<file path="src/rtl/charmatrix_pkg.sv">
// Shared geometry, address widths and sequencer state encoding for the
// serial character matrix (glyph store, config ROM, frame sequencer).
package charmatrix_pkg;

    localparam int CHAR_COLS     = 5;
    localparam int CHAR_ROWS     = 7;
    localparam int LEDS_PER_CHAR = 35;

    localparam int CHAR_W = 3;
    localparam int COL_W  = 3;
    localparam int ROW_W  = 3;
    localparam int LED_W  = 9;

    localparam logic [COL_W-1:0] COL_LAST = COL_W'(CHAR_COLS - 1);
    localparam logic [ROW_W-1:0] ROW_LAST = ROW_W'(CHAR_ROWS - 1);

    typedef enum logic [2:0] {
        ST_IDLE,
        ST_FETCH,
        ST_CAPTURE,
        ST_SEND,
        ST_LATCH
    } seq_state_e;

endpackage

</file>
<file path="src/rtl/latch_gap_timer.sv">
// Load/count-down timer: load sets CYCLES-1, counts to zero while enabled,
// expired_o is high while the count sits at zero.
module latch_gap_timer #(
    parameter int CYCLES = 2500
) (
    input  logic clk,
    input  logic rst,
    input  logic load_i,
    input  logic en_i,
    output logic expired_o
);

    localparam int W = (CYCLES > 1) ? $clog2(CYCLES) : 1;

    logic [W-1:0] cnt_q, cnt_d;

    always_comb begin
        cnt_d = cnt_q;
        if (load_i) begin
            cnt_d = W'(CYCLES - 1);
        end else if (en_i && (cnt_q != '0)) begin
            cnt_d = cnt_q - 1'b1;
        end
    end

    always_ff @(posedge clk) begin
        if (rst) begin
            cnt_q <= '0;
        end else begin
            cnt_q <= cnt_d;
        end
    end

    assign expired_o = (cnt_q == '0);

endmodule

</file>
<file path="src/rtl/frame_sequencer.sv">
// Walks every LED of the display in serpentine chain order, fetches its glyph
// bit and hands it to the WS2812 serializer, then holds the latch gap.
module frame_sequencer
    import charmatrix_pkg::*;
#(
    parameter int LATCH_CYCLES = 2500
) (
    input  logic              clk,
    input  logic              rst,
    input  logic              start,
    input  logic [CHAR_W-1:0] num_chars,
    input  logic [LED_W-1:0]  num_leds,
    output logic [CHAR_W-1:0] char_idx,
    output logic [COL_W-1:0]  col,
    output logic [ROW_W-1:0]  row,
    input  logic              pixel_on,
    output logic              led_valid,
    output logic              led_on,
    input  logic              led_ready,
    output logic              busy,
    output logic              done
);

    seq_state_e        state_q, state_d;
    logic [CHAR_W-1:0] num_chars_q, num_chars_d;
    logic [LED_W-1:0]  num_leds_q, num_leds_d;
    logic [LED_W-1:0]  led_idx_q, led_idx_d;
    logic [CHAR_W-1:0] char_q, char_d;
    logic [COL_W-1:0]  col_q, col_d;
    logic [ROW_W-1:0]  row_q, row_d;
    logic              dir_up_q, dir_up_d;
    logic              led_on_q, led_on_d;
    logic              timer_load, timer_expired;
    logic              row_end, col_end, last_led;

    latch_gap_timer #(.CYCLES(LATCH_CYCLES)) u_latch_gap (
        .clk       (clk),
        .rst       (rst),
        .load_i    (timer_load),
        .en_i      (state_q == ST_LATCH),
        .expired_o (timer_expired)
    );

    assign row_end  = dir_up_q ? (row_q == '0) : (row_q == ROW_LAST);
    assign col_end  = (col_q == COL_LAST);
    // A config whose LED count overruns its character count stops at the last
    // character instead of addressing one that does not exist.
    assign last_led = (led_idx_q == num_leds_q) ||
                      (row_end && col_end && (char_q == num_chars_q));

    always_comb begin
        state_d     = state_q;
        num_chars_d = num_chars_q;
        num_leds_d  = num_leds_q;
        led_idx_d   = led_idx_q;
        char_d      = char_q;
        col_d       = col_q;
        row_d       = row_q;
        dir_up_d    = dir_up_q;
        led_on_d    = led_on_q;
        timer_load  = 1'b0;

        case (state_q)
            ST_IDLE: begin
                if (start) begin
                    num_chars_d = num_chars;
                    num_leds_d  = num_leds;
                    led_idx_d   = '0;
                    char_d      = '0;
                    col_d       = '0;
                    row_d       = '0;
                    dir_up_d    = 1'b0;
                    state_d     = ST_FETCH;
                end
            end
            ST_FETCH: state_d = ST_CAPTURE;
            ST_CAPTURE: begin
                led_on_d = pixel_on;
                state_d  = ST_SEND;
            end
            ST_SEND: begin
                if (led_ready) begin
                    if (last_led) begin
                        timer_load = 1'b1;
                        state_d    = ST_LATCH;
                    end else begin
                        led_idx_d = led_idx_q + 1'b1;
                        state_d   = ST_FETCH;
                        if (!row_end) begin
                            row_d = dir_up_q ? (row_q - 1'b1) : (row_q + 1'b1);
                        end else if (!col_end) begin
                            // Next column starts on the row we just finished.
                            col_d    = col_q + 1'b1;
                            dir_up_d = ~dir_up_q;
                        end else begin
                            char_d   = char_q + 1'b1;
                            col_d    = '0;
                            row_d    = '0;
                            dir_up_d = 1'b0;
                        end
                    end
                end
            end
            ST_LATCH: begin
                if (timer_expired) begin
                    state_d = ST_IDLE;
                end
            end
            default: state_d = ST_IDLE;
        endcase
    end

    always_ff @(posedge clk) begin
        if (rst) begin
            state_q     <= ST_IDLE;
            num_chars_q <= '0;
            num_leds_q  <= '0;
            led_idx_q   <= '0;
            char_q      <= '0;
            col_q       <= '0;
            row_q       <= '0;
            dir_up_q    <= 1'b0;
            led_on_q    <= 1'b0;
        end else begin
            state_q     <= state_d;
            num_chars_q <= num_chars_d;
            num_leds_q  <= num_leds_d;
            led_idx_q   <= led_idx_d;
            char_q      <= char_d;
            col_q       <= col_d;
            row_q       <= row_d;
            dir_up_q    <= dir_up_d;
            led_on_q    <= led_on_d;
        end
    end

    assign char_idx  = char_q;
    assign col       = col_q;
    assign row       = row_q;
    assign led_valid = (state_q == ST_SEND);
    assign led_on    = led_on_q;
    assign busy      = (state_q != ST_IDLE);
    assign done      = (state_q == ST_LATCH) && timer_expired;

endmodule

</file>
<file path="config.mk">
export PLATFORM = sky130hd
export DESIGN_NAME = frame_sequencer
export DESIGN_NICKNAME = d
export VERILOG_FILES = /design/src/rtl/charmatrix_pkg.sv /design/src/rtl/latch_gap_timer.sv /design/src/rtl/frame_sequencer.sv
export SDC_FILE = /design/constraint.sdc
export NUM_CORES = 1
export LEC_CHECK = 0
export CAP_MARGIN = 40
export CORE_UTILIZATION = 65
export DETAILED_ROUTE_END_ITERATION = 6
export DONT_BUFFER_PORTS = 1
export PLACE_DENSITY = 0.85
export SETUP_SLACK_MARGIN = 0.2
export SLEW_MARGIN = 20
export SYNTH_ARGS = -nofsm -noshare
export SYNTH_HDL_FRONTEND = slang
export SYNTH_SLANG_ARGS = --single-unit
</file>
<file path="constraint.sdc">
create_clock -name clk -period 4.2 [get_ports clk]
set_clock_uncertainty 0.05 [all_clocks]
set_input_delay 0.84 -clock clk [delete_from_list [all_inputs] [get_ports clk]]
set_output_delay 0.84 -clock clk [all_outputs]
set_load 0.1 [all_outputs]
</file>
==> Yosys cells after proc, flatten, opt, wreduce, memory -nomap -nowiden <==
Index checks and enable logic that the tools add are counted.
{ "totals": {"wordCells": 90, "input_bits": 17, "regBits": 47, "output_inout_bits": 13} }
{ "op_classes": {"n_addsub": 6, "mux": 38, "eq_ne": 15, "bitwise": 1, "n_reduce_logical": 19} }
{ "ops": {"columns": ["operator", "n"], "rows": [
  ["$mux 3", 18],
  ["$mux 9", 3],
  ["$mux 12", 2],
  ["$pmux 3 s2", 3],
  ["$pmux 9 s2", 1],
  ["$pmux 3 s5", 1],
  ["$logic_not 12->1", 1],
  ["$reduce_bool 12->1", 1],
  ["$sub 12x1->12 const B", 1],
  ["$reduce_and 5->1", 2],
  ["$add 3x1->3 const B", 3],
  ["$add 9x1->9 const B", 1],
  ["$eq 3x3->1 const B", 3],
  ["$eq 9x9->1", 1],
  ["$mux 1", 9],
  ["$eq 3x2->1 const B", 2],
  ["$logic_not 3->1", 2],
  ["$ne 2x1->1 const B", 3],
  ["$ne 2x2->1 const B", 3],
  ["$reduce_and 6->1", 1],
  ["$logic_and 1x1->1", 4],
  ["$reduce_and 4->1", 1],
  ["$reduce_bool 2->1", 2],
  ["$eq 3x1->1 const B", 1],
  ["other kinds (10)", 10]
]} }

==> Longest topological paths before layout <==
{ "logic_depth": {"word_depth": 9, "ltp_mapped": 9, "ltp_nobuf": 8} }

==> By module <==
A second synthesis with hierarchy kept.
{ "unflattened": {"cells_unflattened": 298, "area_unflattened_um2": 2463.6} }
{ "by_module_without_submodules": {"columns": ["mod", "cells_per_inst", "n_inst", "seq_area_each_um2", "area_each_um2"], "rows": [
  ["frame_sequencer", 224, 1, 700.7, 1813.0],
  ["latch_gap_timer", 74, 1, 240.2, 650.6]
]} }

==> Least setup slack after synthesis <==
OpenSTA, ideal clock, no wires.
{ "synth_timing": {"path_type": "flip-flop to output port", "start": "register u_latch_gap.cnt_q[3]", "end": "output done", "t_arrival_ns": 2.368, "setup_slack_ns": 0.942, "stages_incl_launch_ff": 5, "t_required_ns": 3.310, "n_path_buf": 0, "path_cell_list": "dfxtp_1 -> or4_1 -> nor2_1 -> nand2_1 -> nor2_1"} }
{ "synth_between": {"elab_chain_cells": 2} }
{ "synth_lines": {"columns": ["item", "line_no", "rtl"], "rows": [
  ["from (decl)", "latch_gap_timer.sv:15", "logic [W-1:0] cnt_q, cnt_d;"],
  ["from (signal assigned)", "latch_gap_timer.sv:30", "cnt_q <= cnt_d;"],
  ["$logic_not 12->1", "latch_gap_timer.sv:34", "assign expired_o = (cnt_q == '0);"],
  ["$logic_and 1x1->1", "frame_sequencer.sv:143", "assign done = (state_q == ST_LATCH) && timer_expired;"],
  ["to (decl)", "frame_sequencer.sv:21", "output logic done"]
]} }
No other way between the ends.

==> Worst setup path after layout <==
Same ends and word-level chain as after synthesis.

==> impl_metrics.ini <==
[sta]
layout_worst_path_cycle_share_pct = 68.7
setup_viol = 0
post-route-min-period_ns = 2.89
fmax_ghz = 0.346
final_max_slew_viol_count = 0
relSlewSlack_pct = 50.9
worst_slew_pin_slew_ns = 0.729
finalSetupTns_ns = 0
rsz0062_at_grt = no
hold_viol_final = 0
holdWs_ns = 0.424

[synthesis]
synth_nets = 317
yosys-top-cells-area = dfxtp_1, nand2_1, a21oi_1
yosys_warnings = 0
synth_area_um2 = 2390
synth_cells = 294
async_reset_ff_share_pct = 0
synth-seq-cells = 47
synthTopCellsByCount = dfxtp_1, nand2_1, a21oi_1
synth.top_cell.area_share_pct = 39.4
synth_top_area_cell = dfxtp_1
synth-edff-count = 0
synth_area_per_cell_um2 = 8.13
yosysSeqAreaShare_pct = 39.4
ys_types = 48
synth_most_common_cell = dfxtp_1
ys.flop_type = dfxtp_1

[power_and_ir_drop]
power_frac_comb_pct = 16.2
leakagePower_nw = 0.967
power_frac_seq_pct = 56.5
p_sw_w = 0.000254
p_per_area_nw_per_um2 = 327
p_int_w = 0.000585
pwr-share-clk_pct = 27.3
swShare_pct = 30.3
peakVddDrop_mv = 0.208

[clock_network]
path_clk_slew_ns = 0.14
postCtsHoldBufs = 0
root_buffer = clkbuf_4
cts-buffers-inserted = 5
clockBufferDepth = 2
post_cts_buffers = 0
cts.sinks = 47
cts_max_level = 2
clk_latency_ns = 0.37
ctsResizeCount = 0
cts_tree = built

[global_routing]
overflow = 0
grt_pass1_vias = 1951
grt.total_usage_pct = 28.9
grt_max_degree = 37
grt_pass1_wl_um = 8910
antenna_found_initial = 0

[routing]
remaining_drc_errors = 0
avgRoutedWirePerCell_um = 14.8
postRouteWirelength_um = 5200
first_iter_violations = 169
vias = 2076
final_antenna_net_count = 0
first_pass_iters = 4
via_per_inst = 5.93

[placed_design]
placed_area_um2 = 2500
dp.cells = 342
numPortBuffers = 0
hpwl_um = 3610
gp_congestion = 0.835

[critical_path]
cp_data_required_time_ns = 3.31
critPathMaxStageDelay_ns = 0.58
worstPathCellList = or4_1, nor2_1, nand2_1, nor2_2, buf_4
end_kind = output port
worstPathArrival_ns = 2.00
critPathBufInv = 1
slowest_stage = or4_1
crit_family = simple AND/OR/NAND/NOR gates
path_max_fanout = 4
cp-start-kind = register
critPathKind = reg2out

[final_layout]
diodes = 0
syn2layout_area_growth_pct = 7.33
final_cells = 350
drive_above_1_share_pct = 10.2
fillers = 267
final_nets = 326
fin_util_pct = 75.1
postLayoutCellArea_um2 = 2560

[floorplanning]
die_w_um = 62.6
start_util_pct = 70.0
io_pins = 30
core_area_um2 = 3420
rows = 21
dieArea_um2 = 3920
dieHeight_um = 62.6

[flow_run]
cap_viol_max_count = 0

[outcome]
status = completed

[worst_hold_path]
hold_class = reg2reg
==> cell type report <==
| cell class | count | area, µm² | share of cell area (%) |
|---|---|---|---|
| timing repair buffer | 12 | 97.6 | 3.80 |
| inverter | 10 | 37.5 | 1.46 |
| tap | 46 | 57.6 | 2.24 |
| clock buffer | 7 | 55.1 | 2.15 |
| sequential | 47 | 941 | 36.7 |
| multi-input combinational | 227 | 1370 | 53.3 |
| clock inverter | 1 | 8.76 | 0.341 |
==> registers in the layout, indices dropped and copies added (netlist names) <==
| register | cells |
|---|---|
| led_on | 1 |
| state_q | 3 |
| u_latch_gap.cnt_q | 12 |
| char_idx | 3 |
| num_leds_q | 9 |
| row | 3 |
| col | 3 |
| num_chars_q | 3 |
| led_idx_q | 9 |
| dir_up_q | 1 |
==> power groups by stage <==
stage / clock (W) / sequential (W) / combinational (W)
floorplan: 0 / 0.000492 / 0.000106
global placement: 0 / 0.000486 / 0.000126
detailed placement: 0 / 0.000483 / 0.000134
CTS: 0.000233 / 0.000474 / 0.000135
global route: 0.000253 / 0.000476 / 0.000148
finish: 0.000229 / 0.000474 / 0.000136
==> worst reg2reg max path, stage by stage (launching register included) <==
cell and delay (ns):
dfxtp_1 0.41, or3_4 0.58, nor2_8 0.29, nor2_2 0.11, or3_4 0.46, or3_1 0.36, a211oi_1 0.24
==> metal layers <==
metal / vias up / global-route usage [%] / routed length [µm] / part of all wire, %
met3: 7 / 7.85 / 383 / 7.4
met4: 0 / 9.30 / 65 / 1.3
li1: 1035 / - / - / -
met2: 79 / 45.8 / 2380 / 46
met5: - / 0 / 0 / 0
met1: 955 / 38.1 / 2370 / 46
==> path summary, 6_finish.rpt <==
path	startpoint	end	slack, ns	cells past startpoint
worst max-delay path	u_latch_gap.cnt_q[3]$_SDFFE_PP0P_	done	1.31	5
worst min-delay path	num_leds_q[2]$_SDFFE_PP0P_	num_leds_q[2]$_SDFFE_PP0P_	0.42	2
worst max register to register	state_q[1]$_SDFFE_PP0P_	led_idx_q[4]$_SDFFE_PP0P_	1.65	6
worst min register to register	num_leds_q[2]$_SDFFE_PP0P_	num_leds_q[2]$_SDFFE_PP0P_	0.42	2
==> stage by stage <==
step / setup slack [ns] / total power, W
after floorplan: 0.942 / 0.000599
after global placement: 1.78 / 0.000612
after detailed placement: 1.70 / 0.000617
after CTS: 1.30 / 0.000842
after global routing: 1.19 / 0.000878
final: 1.31 / 0.000839
==> layout by cell type (no fill, tap or decap), drive strengths merged, types with 3 or more instances in the layout <==
cell,instances
ha,5
xnor2,14
nand3b,4
o21ai,16
o2bb2ai,4
inv,10
nand3,16
a21oi,31
mux2i,3
nand2,45
dfxtp,47
clkbuf,7
nand2b,5
buf,12
and3,3
nor2,26
or3,6
xor2,9
nor3,9
==> logic make-up after synthesis <==
logic type | Yosys count | share of synthesized area [%]
flops | 47 | 39.4
xor+xnor | 23 | 8.43
buf+inv | 20 | 3.51
simple gates | 131 | 28.4
fa+ha+maj | 6 | 3.46
mux | 4 | 1.73
compound gates | 63 | 15.1
Power figures use the tool's default switching activity.
